--- src/rtl/mem_bus_arbiter.sv ---
// Arbiter sharing one 128-bit memory port between the I-cache and D-cache.
// Round-robin grant, with a lock that keeps a write-back and its refill together.
module mem_bus_arbiter #(
    parameter int ADDR_W = 28,
    parameter int DATA_W = 128
) (
    input  logic              clk,
    input  logic              proc_reset,

    input  logic              i_mem_read,
    input  logic              i_mem_write,
    input  logic [ADDR_W-1:0] i_mem_addr,
    input  logic [DATA_W-1:0] i_mem_wdata,
    output logic [DATA_W-1:0] i_mem_rdata,
    output logic              i_mem_ready,

    input  logic              d_mem_read,
    input  logic              d_mem_write,
    input  logic [ADDR_W-1:0] d_mem_addr,
    input  logic [DATA_W-1:0] d_mem_wdata,
    output logic [DATA_W-1:0] d_mem_rdata,
    output logic              d_mem_ready,

    output logic              mem_read,
    output logic              mem_write,
    output logic [ADDR_W-1:0] mem_addr,
    output logic [DATA_W-1:0] mem_wdata,
    input  logic [DATA_W-1:0] mem_rdata,
    input  logic              mem_ready,

    output logic [1:0]        owner
);

    typedef enum logic [1:0] {
        IDLE  = 2'b00,
        GNT_I = 2'b01,
        GNT_D = 2'b10
    } state_t;

    // Requester identity encoding for r_last / r_lockId: 0 = I-cache, 1 = D-cache.
    localparam logic ID_I = 1'b0;
    localparam logic ID_D = 1'b1;

    state_t r_state;
    logic   r_last;
    logic   r_wbLock;
    logic   r_lockId;

    state_t w_nextState;
    logic   w_nextLast;
    logic   w_nextWbLock;
    logic   w_nextLockId;
    logic   w_reqI;
    logic   w_reqD;
    logic   w_lockedReq;

    assign w_reqI      = i_mem_read | i_mem_write;
    assign w_reqD      = d_mem_read | d_mem_write;
    assign w_lockedReq = (r_lockId == ID_D) ? w_reqD : w_reqI;

    always_ff @(posedge clk or posedge proc_reset) begin
        if (proc_reset) begin
            r_state  <= IDLE;
            r_last   <= ID_I;
            r_wbLock <= 1'b0;
            r_lockId <= ID_I;
        end else begin
            r_state  <= w_nextState;
            r_last   <= w_nextLast;
            r_wbLock <= w_nextWbLock;
            r_lockId <= w_nextLockId;
        end
    end

    // Any IDLE cycle consumes the lock; an honoured lock overrides round-robin.
    always_comb begin
        w_nextState  = r_state;
        w_nextLast   = r_last;
        w_nextWbLock = r_wbLock;
        w_nextLockId = r_lockId;
        case (r_state)
            IDLE: begin
                w_nextWbLock = 1'b0;
                if (r_wbLock && w_lockedReq) begin
                    w_nextState = (r_lockId == ID_D) ? GNT_D : GNT_I;
                end else if (w_reqI && w_reqD) begin
                    w_nextState = (r_last == ID_I) ? GNT_D : GNT_I;
                end else if (w_reqD) begin
                    w_nextState = GNT_D;
                end else if (w_reqI) begin
                    w_nextState = GNT_I;
                end
            end
            GNT_I: begin
                if (mem_ready) begin
                    w_nextState  = IDLE;
                    w_nextLast   = ID_I;
                    w_nextWbLock = mem_write;
                    w_nextLockId = ID_I;
                end
            end
            GNT_D: begin
                if (mem_ready) begin
                    w_nextState  = IDLE;
                    w_nextLast   = ID_D;
                    w_nextWbLock = mem_write;
                    w_nextLockId = ID_D;
                end
            end
            default: w_nextState = IDLE;
        endcase
    end

    // Memory port and cache returns follow the granted cache; write beats read.
    always_comb begin
        mem_read    = 1'b0;
        mem_write   = 1'b0;
        mem_addr    = '0;
        mem_wdata   = '0;
        i_mem_ready = 1'b0;
        i_mem_rdata = '0;
        d_mem_ready = 1'b0;
        d_mem_rdata = '0;
        case (r_state)
            GNT_I: begin
                mem_write   = i_mem_write;
                mem_read    = i_mem_read & ~i_mem_write;
                mem_addr    = i_mem_addr;
                mem_wdata   = i_mem_wdata;
                i_mem_ready = mem_ready;
                i_mem_rdata = mem_rdata;
            end
            GNT_D: begin
                mem_write   = d_mem_write;
                mem_read    = d_mem_read & ~d_mem_write;
                mem_addr    = d_mem_addr;
                mem_wdata   = d_mem_wdata;
                d_mem_ready = mem_ready;
                d_mem_rdata = mem_rdata;
            end
            default: ;
        endcase
    end

    assign owner = r_state;

endmodule

--- config.mk ---
export PLATFORM = sky130hd
export DESIGN_NAME = mem_bus_arbiter
export DESIGN_NICKNAME = d
export VERILOG_FILES = /design/src/rtl/mem_bus_arbiter.sv
export SDC_FILE = /design/constraint.sdc
export NUM_CORES = 1
export LEC_CHECK = 0
export ABC_AREA = 1
export ABC_CLOCK_PERIOD_IN_PS = 4400
export CORE_AREA = 2 2 334 336
export DETAILED_ROUTE_END_ITERATION = 10
export DIE_AREA = 0 0 336 338
export DONT_BUFFER_PORTS = 1
export HOLD_SLACK_MARGIN = 0.03
export PLACE_DENSITY_LB_ADDON = 0.1
export SKIP_LAST_GASP = 1
export SLEW_MARGIN = 40
export SYNTH_ARGS = -nofsm -noshare
export SYNTH_HDL_FRONTEND = slang
export SYNTH_SLANG_ARGS = --single-unit
--- constraint.sdc ---
create_clock -name clk -period 4.4 [get_ports clk]
set_input_delay 0.88 -clock clk [delete_from_list [all_inputs] [get_ports clk]]
set_output_delay 0.88 -clock clk [all_outputs]
set_load 0.05 [all_outputs]
==> results.md <==
* Worst-path fanout max at 48
* Ratio of cells with drive above 1 in the final layout at 20.1%
* Post-Synthesis Cells at 1110
* Slew HR at 60.7%
* Detailed Route Iter0 Violations at 417
* CTS buffer count at 3
* Average wire per standard cell at 22.3 um
* Max VDD drop at 216 uV
* Non-Filler Instances at 2708
* Grt ovf at 0
* GP Congestion at 0.771
* Crit path kind: flop to output port
* Synth cell count leaders: nand2_1, inv_1, a21oi_1
* Clk sink count at 4
* Setup TNS Final at 0 ns
* Reg-to-Reg End: r_wbLock
* Worst R2R Start: owner[0]
* Crit start category: flop
* Design Area, Final at 0.00785 sq mm
* Fin. Hold Viols at 0
* Highest Clock Rate at 277 MHz
* Fill count at 13.3k
* LEAKAGE at 4.40 nW
* Vias in the first global route at 6772
* Unique masters post-synth at 15
* Worst reg2reg path depth at 9
* Largest net degree at the start of global routing at 94
* Area of the multi-input gates at 0.00331 sq mm
* Top-count cell post-synth: nand2_1
* Crit-path cells: buf_4 > inv_1 > ha_1 > clkinv_4 > buf_12 > buf_12 > a21oi_1 > buf_4
* Post-synth EDFFs at 0
* # rows at 122
* Cells after DPL at 2702
* ANT nets after route at 0
* Core Area at 0.110 sq mm
* Synth top area share at 45.8%
* Area leader, netlist: nand2_1
* Run status: complete, no violations
* Die Span Y at 338 um
* Worst Path Required at 3.52 ns
* Post-route DRC at 0
* Worst-Margin Slew at 0.589 ns
* Sequential area share after synthesis at 2.09%
* H-tree levels at 1
* Post-Syn Nets at 1560
* Total Routing Usage GR at 9.55%
* Max-Cap Viols at 0
* Global-route wire length before repair at 71200 um
* Clock Path Buffers at 2
* Final setup fails at 0
* Clk_skew at 0.00286 ns
* Port buffer count at 0
* P&R area growth vs syn at 64.1%
* Nets@finish at 1669
* Largest cells by area after synthesis: nand2_1, inv_1, a21oi_1, buf_6, buf_2
* Cts repair resizes at 0
* Number of top-level pins at 865
* CTS tree: built
* Pre-antenna DRT Iters at 5
* Hold Path Class: primary input to async pin
* Crit share post-route at 81.9%
* Asr flop ratio synth at 100%
* #FFs+latches synth at 4
* Dpl cell area at 0.00777 sq mm
* Post-synth top flop: dfrtp_1
* Final wirelength at 60400 um
* Final Critical Period at 3.60 ns
* Core Util, Final at 7.14%
* Avg Cell Area, Syn at 4.31 sq um
* WP data arrival at 2.72 ns
* Synthesized area at 0.00478 sq mm
* Via density at 2.69
* Synth warn at 0
* Post-CTS Setup Inserts at 0
* Initial antenna violation count at 12
* Crit. End Element: output port
* RSZ-0062 raised after global routing: false
* Crit path max-delay cell type: ha_1
* Clock Latency Late Sink at 0.22 ns
* Largest stage delay on the critical path at 0.42 ns
* Post-CTS Hold Buffers at 0
* Detailed Place HPWL at 55500 um
* P per Cell Area at 908 mW/mm^2
* Vias after detailed routing at 7274
* Sequential cell area at 100 sq um
* Die area at 0.114 sq mm
* Root buf cell: clkbuf_16
* Die width at 336 um
* Max-slew violations at 0
* Clock slew at reported path FFs at 0.03 ns
* R2R Setup Slk at 1.87 ns
* Initial core utilization at 4.35%
[per-stage QoR]
step / setup slack [ns] / power (W) / hold WS [ns]
2_1_floorplan: 1.27 / 0.00523 / 0.527
3_3_place_gp: 1.05 / 0.00716 / 0.566
3_5_place_dp: 1.04 / 0.00712 / 0.567
4_1_cts: 0.789 / 0.00729 / 0.449
5_1_grt: 0.673 / 0.00753 / 0.460
6_report: 0.795 / 0.00713 / 0.442
[logic make-up after synthesis]
kind of cell | synth area share (%)
adders and majority gates | 0.785
DFF | 2.09
AOI/OAI and AO/OA | 17.0
and+or+nand+nor | 46.5
buffers and inverters | 33.6
[final cells by class]
type                       instances  area share [%]
antenna                            3          0.0956
clock buffer                       3           0.956
tap                             1488            23.7
sequential                         4            1.27
inverter                         269            12.9
multi-input combinational        756            42.1
timing repair buffer             185            19.0
[placed cells by master (no fill, tap or decap)]
cell / synthesis / routed
o21ai_0: 3 / 3
a21oi_2: 0 / 54
nand3b_1: 1 / 1
buf_12: 0 / 8
ha_4: 0 / 2
nor2_1: 2 / 2
nand3_1: 4 / 4
clkbuf_16: 0 / 3
clkinv_4: 0 / 1
ha_1: 3 / 1
dfrtp_1: 4 / 4
nand2_1: 584 / 584
inv_1: 269 / 268
buf_4: 11 / 177
a21oi_1: 158 / 104
o21a_1: 1 / 1
diode_2: 0 / 3
[power breakdown]
| part | switching (W) | internal (W) | total (W) |
|---|---|---|---|
| Clock | 0.0000248 | 0.000116 | 0.000141 |
| Sequential | 0.00000532 | 0.0000523 | 0.0000576 |
| Combinational | 0.00573 | 0.00121 | 0.00694 |
| Total | 0.00576 | 0.00137 | 0.00713 |
[sequential cells by signal, summed over array words and instances (netlist names)]
signal	cells
owner	2
r_lockId	1
r_wbLock	1
[routing by layer]
metal / track usage, % / part of all wire [%] / vias to the layer above
met5: 0 / 0.16 / -
met4: 0.964 / 1.2 / 14
met3: 3.09 / 8.8 / 40
met2: 17.2 / 50 / 528
met1: 11.3 / 40 / 3324
li1: - / - / 3368
[critical path, delay by kind of cell, from the launching register on]
kind / cells / cell delay [ns]
buf+inv: 6 / 1.45
compound gates: 1 / 0.21
flops: 1 / 0.31
fa+ha+maj: 1 / 0.42
[how the worst max path moves through the flow]
stage,endpoint,slack (ns),from,depth (start not counted)
2_1_floorplan,mem_addr[0],1.27,owner[0],6
3_3_place_gp,mem_addr[9],1.05,owner[0],8
3_5_place_dp,mem_wdata[122],1.04,owner[0],8
4_1_cts,mem_wdata[122],0.79,owner[0],8
5_1_grt,mem_wdata[120],0.67,owner[1],8
6_report,mem_wdata[122],0.80,owner[0],8
Note: power is estimated with default switching activity, not from simulation.
==> RTL edit 1: new RTL, same settings <==
Set the parameter `DATA_W` to 192 (it was 128).
--- a/src/rtl/mem_bus_arbiter.sv
+++ b/src/rtl/mem_bus_arbiter.sv
@@ -3,5 +3,5 @@
 module mem_bus_arbiter #(
     parameter int ADDR_W = 28,
-    parameter int DATA_W = 128
+    parameter int DATA_W = 192
 ) (
     input  logic              clk,
Interface: changed (6 resized); port bits go from 865 to 1249. No check against the original RTL was run, so the function may have changed too.
==> RTL edit 1 against the original RTL <==
- the run now fails in 3_2_place_iop
- synthesized area is 38% higher
==> RTL edit 1: results (changes against the original RTL) <==
- Failed at: 3_2_place_iop
- Post-synth top cells: nand2_1, inv_1, a21oi_1
- Post-Syn Instances: 1593 (+44%)
- Sequential element share of the synthesized area: 0.01511 (-0.005812)
- Yosys warns: 0 (unchanged)
- Post-synthesis compound-gate area fraction: 0.1711 (+0.001126)
- Top_reg_cell synth: dfrtp_1
- Syn_nets: 2235 (+43%)
- Outcome: did not finish
- Netlist cell types: 14 (-1)
- FF+latch count, synth: 4 (unchanged)
- Row count: 122 (unchanged)
- Mux contribution to synthesized area: 0 (unchanged)
- Synth area leaders: nand2_1, inv_1, a21oi_1, buf_2, buf_4
- Error Message: [ERROR PPL-0024] Number of IO pins (1249) exceeds maximum number of available positions (1216). Increase the die perimeter from 1348.00um to 1698.64um.
- Adder-cell share of the synthesized area: 0.005666 (-0.002179)
- Post-synthesis xor/xnor area fraction: 0 (unchanged)
- Async set-reset flop share out of synthesis: 1.000 (unchanged)
-- RTL edit 1: changes by cell type after synthesis, sizes merged --
cell	delta
nand2	+256
clkbuf	+2
inv	+128
buf	+33
a21oi	+64
-- RTL edit 1: cell families after synthesis --
family | count (synthesis)
DFF | 4
and+or+nand+nor | 847
buffers and inverters | 513
adders and majority gates | 3
AOI/OAI and AO/OA | 226
==> RTL edit 2: new RTL, config.mk and constraints unchanged <==
Made on the original files. Make the reset (`proc_reset`) synchronous in one clocked block.
--- a/src/rtl/mem_bus_arbiter.sv
+++ b/src/rtl/mem_bus_arbiter.sv
@@ -59,5 +59,5 @@
     assign w_lockedReq = (r_lockId == ID_D) ? w_reqD : w_reqI;
 
-    always_ff @(posedge clk or posedge proc_reset) begin
+    always_ff @(posedge clk) begin
         if (proc_reset) begin
             r_state  <= IDLE;
Formal check against the unedited RTL: differs if proc_reset is asserted again (counterexample within 4 cycles, from zero or initial values and one cycle with proc_reset high); with proc_reset held inactive, the same outputs for 4 cycles.
==> RTL edit 2 against the original RTL <==
- setup slack better by 0.12 ns
- first-iteration DRC count is 18% higher
- critical path type unchanged
- clock skew is 0.0015 ns lower
- synthesized area is 0.97% lower
- global-route usage is 4.2 points lower
- non-clock buffer count is 8 higher
- wire length is 39% lower
- sequential cell count stayed put
- synthesized cell count is 0.27% higher
- final area is 2.4% lower
- critical path depth is 2 lower
Power is not compared: it rests on default switching activity, and its combinational part moved more than twofold at a synthesized area within 25%.
==> RTL edit 2: results (changes against the original RTL) <==
- Dpl cells: 2713 (+0.41%)
- Max-slew headroom: 0.5335 (-0.07326)
- Clk Tree Root Cell: clkbuf_16
- Async set-reset flop share out of synthesis: 0 (-1.000)
- Area post-placement: 7582 um2 (-2.4%)
- Critical path's slowest cell: ha_4
- Total track usage: 0.05380 (-0.04165)
- Top_reg_cell synth: dfxtp_1
- Hold Crit Class: reg2reg
- Avg Inst Size Synth: 4.257 um2 (-1.2%)
- Pin count of the biggest net entering global routing: 78 (-17%)
- First-pass GRT wire length: 43950 um (-38%)
- Syn_nets: 1563 (+0.19%)
- Worst path depth: 6 (-2)
- Design Power: 2.448 mW
- Layout cell share with drive strength beyond 1: 0.1629 (-0.03845)
- Outcome: finished clean
- Max FO, Critical Path: 77 (+60%)
- Total wire length: 36890 um (-39%)
- Hpwl dp: 31690 um (-43%)
- WHS Path Cells: 2
- Sequential element share of the synthesized area: 0.01690 (-0.004021)
- Vias: 7212 (-0.85%)
- Adder-cell share of the synthesized area: 0.007922 (+0.00007665)
- Initial antenna violation count: 6 (-6)
- Synth area leaders: nand2_1, inv_1, a21oi_1, buf_2, buf_6
- Worst clock skew: 0.001403 ns (-0.001457 ns)
- CP max stage delay: 0.56 ns (+0.14 ns)
- Nets: 1680 (+0.66%)
- Post-synthesis compound-gate area fraction: 0.1730 (+0.002981)
- Worst slack at placement: 1.143 ns (+0.1051 ns)
- Fill cells: 13170 (-0.78%)
- GPL Wtd Cong: 0.8107 (+5.1%)
- Post-synth top cells: nand2_1, inv_1, a21oi_1
[RTL edit 2: cell count changes after synthesis]
cell / unedited run / this run
buf_2: 42 / 43
buf_1: 0 / 2
buf_4: 11 / 20
o21a_1: 1 / 0
a21oi_1: 158 / 161
o21ai_0: 3 / 1
clkbuf_1: 2 / 0
dfxtp_1: 0 / 4
inv_1: 269 / 268
buf_6: 25 / 15
dfrtp_1: 4 / 0
a21oi_2: 0 / 1
nor2_1: 2 / 5
[RTL edit 2: path summary, 6_finish.rpt]
path | startpoint | endpoint | slack (ns)
setup / recovery | owner[0]$_SDFFE_PP0P_ | i_mem_rdata[81] | 0.92
hold / removal | r_wbLock$_SDFFE_PP0P_ | r_wbLock$_SDFFE_PP0P_ | 0.47
setup reg to reg | owner[0]$_SDFFE_PP0P_ | r_wbLock$_SDFFE_PP0P_ | 1.85
hold reg to reg | r_wbLock$_SDFFE_PP0P_ | r_wbLock$_SDFFE_PP0P_ | 0.47
[RTL edit 2: cells by family after synthesis]
group                      count (synthesis)
AOI/OAI and AO/OA                        163
adders and majority gates                  3
buffers and inverters                    349
DFF                                        4
and+or+nand+nor                          594
[RTL edit 2: area by class of cell]
| type | instances | area (um2) | area share |
|---|---|---|---|
| diodes | 4 | 10.01 | 0.001305 |
| clock buffers | 3 | 75.07 | 0.009791 |
| inverters | 268 | 1008 | 0.1315 |
| multi-input cells | 760 | 3120 | 0.4070 |
| flip-flops and latches | 4 | 80.08 | 0.01044 |
| well taps | 1488 | 1862 | 0.2428 |
| repair buffers | 193 | 1511 | 0.1971 |
[RTL edit 2: metal layers]
layer / vias up / track usage / part of all wire
li1: 3402 / - / -
met1: 3338 / 0.06450 / 0.38
met2: 446 / 0.09944 / 0.53
met3: 26 / 0.005778 / 0.062
met4: 0 / 0.01736 / 0.023
met5: - / 0 / 0
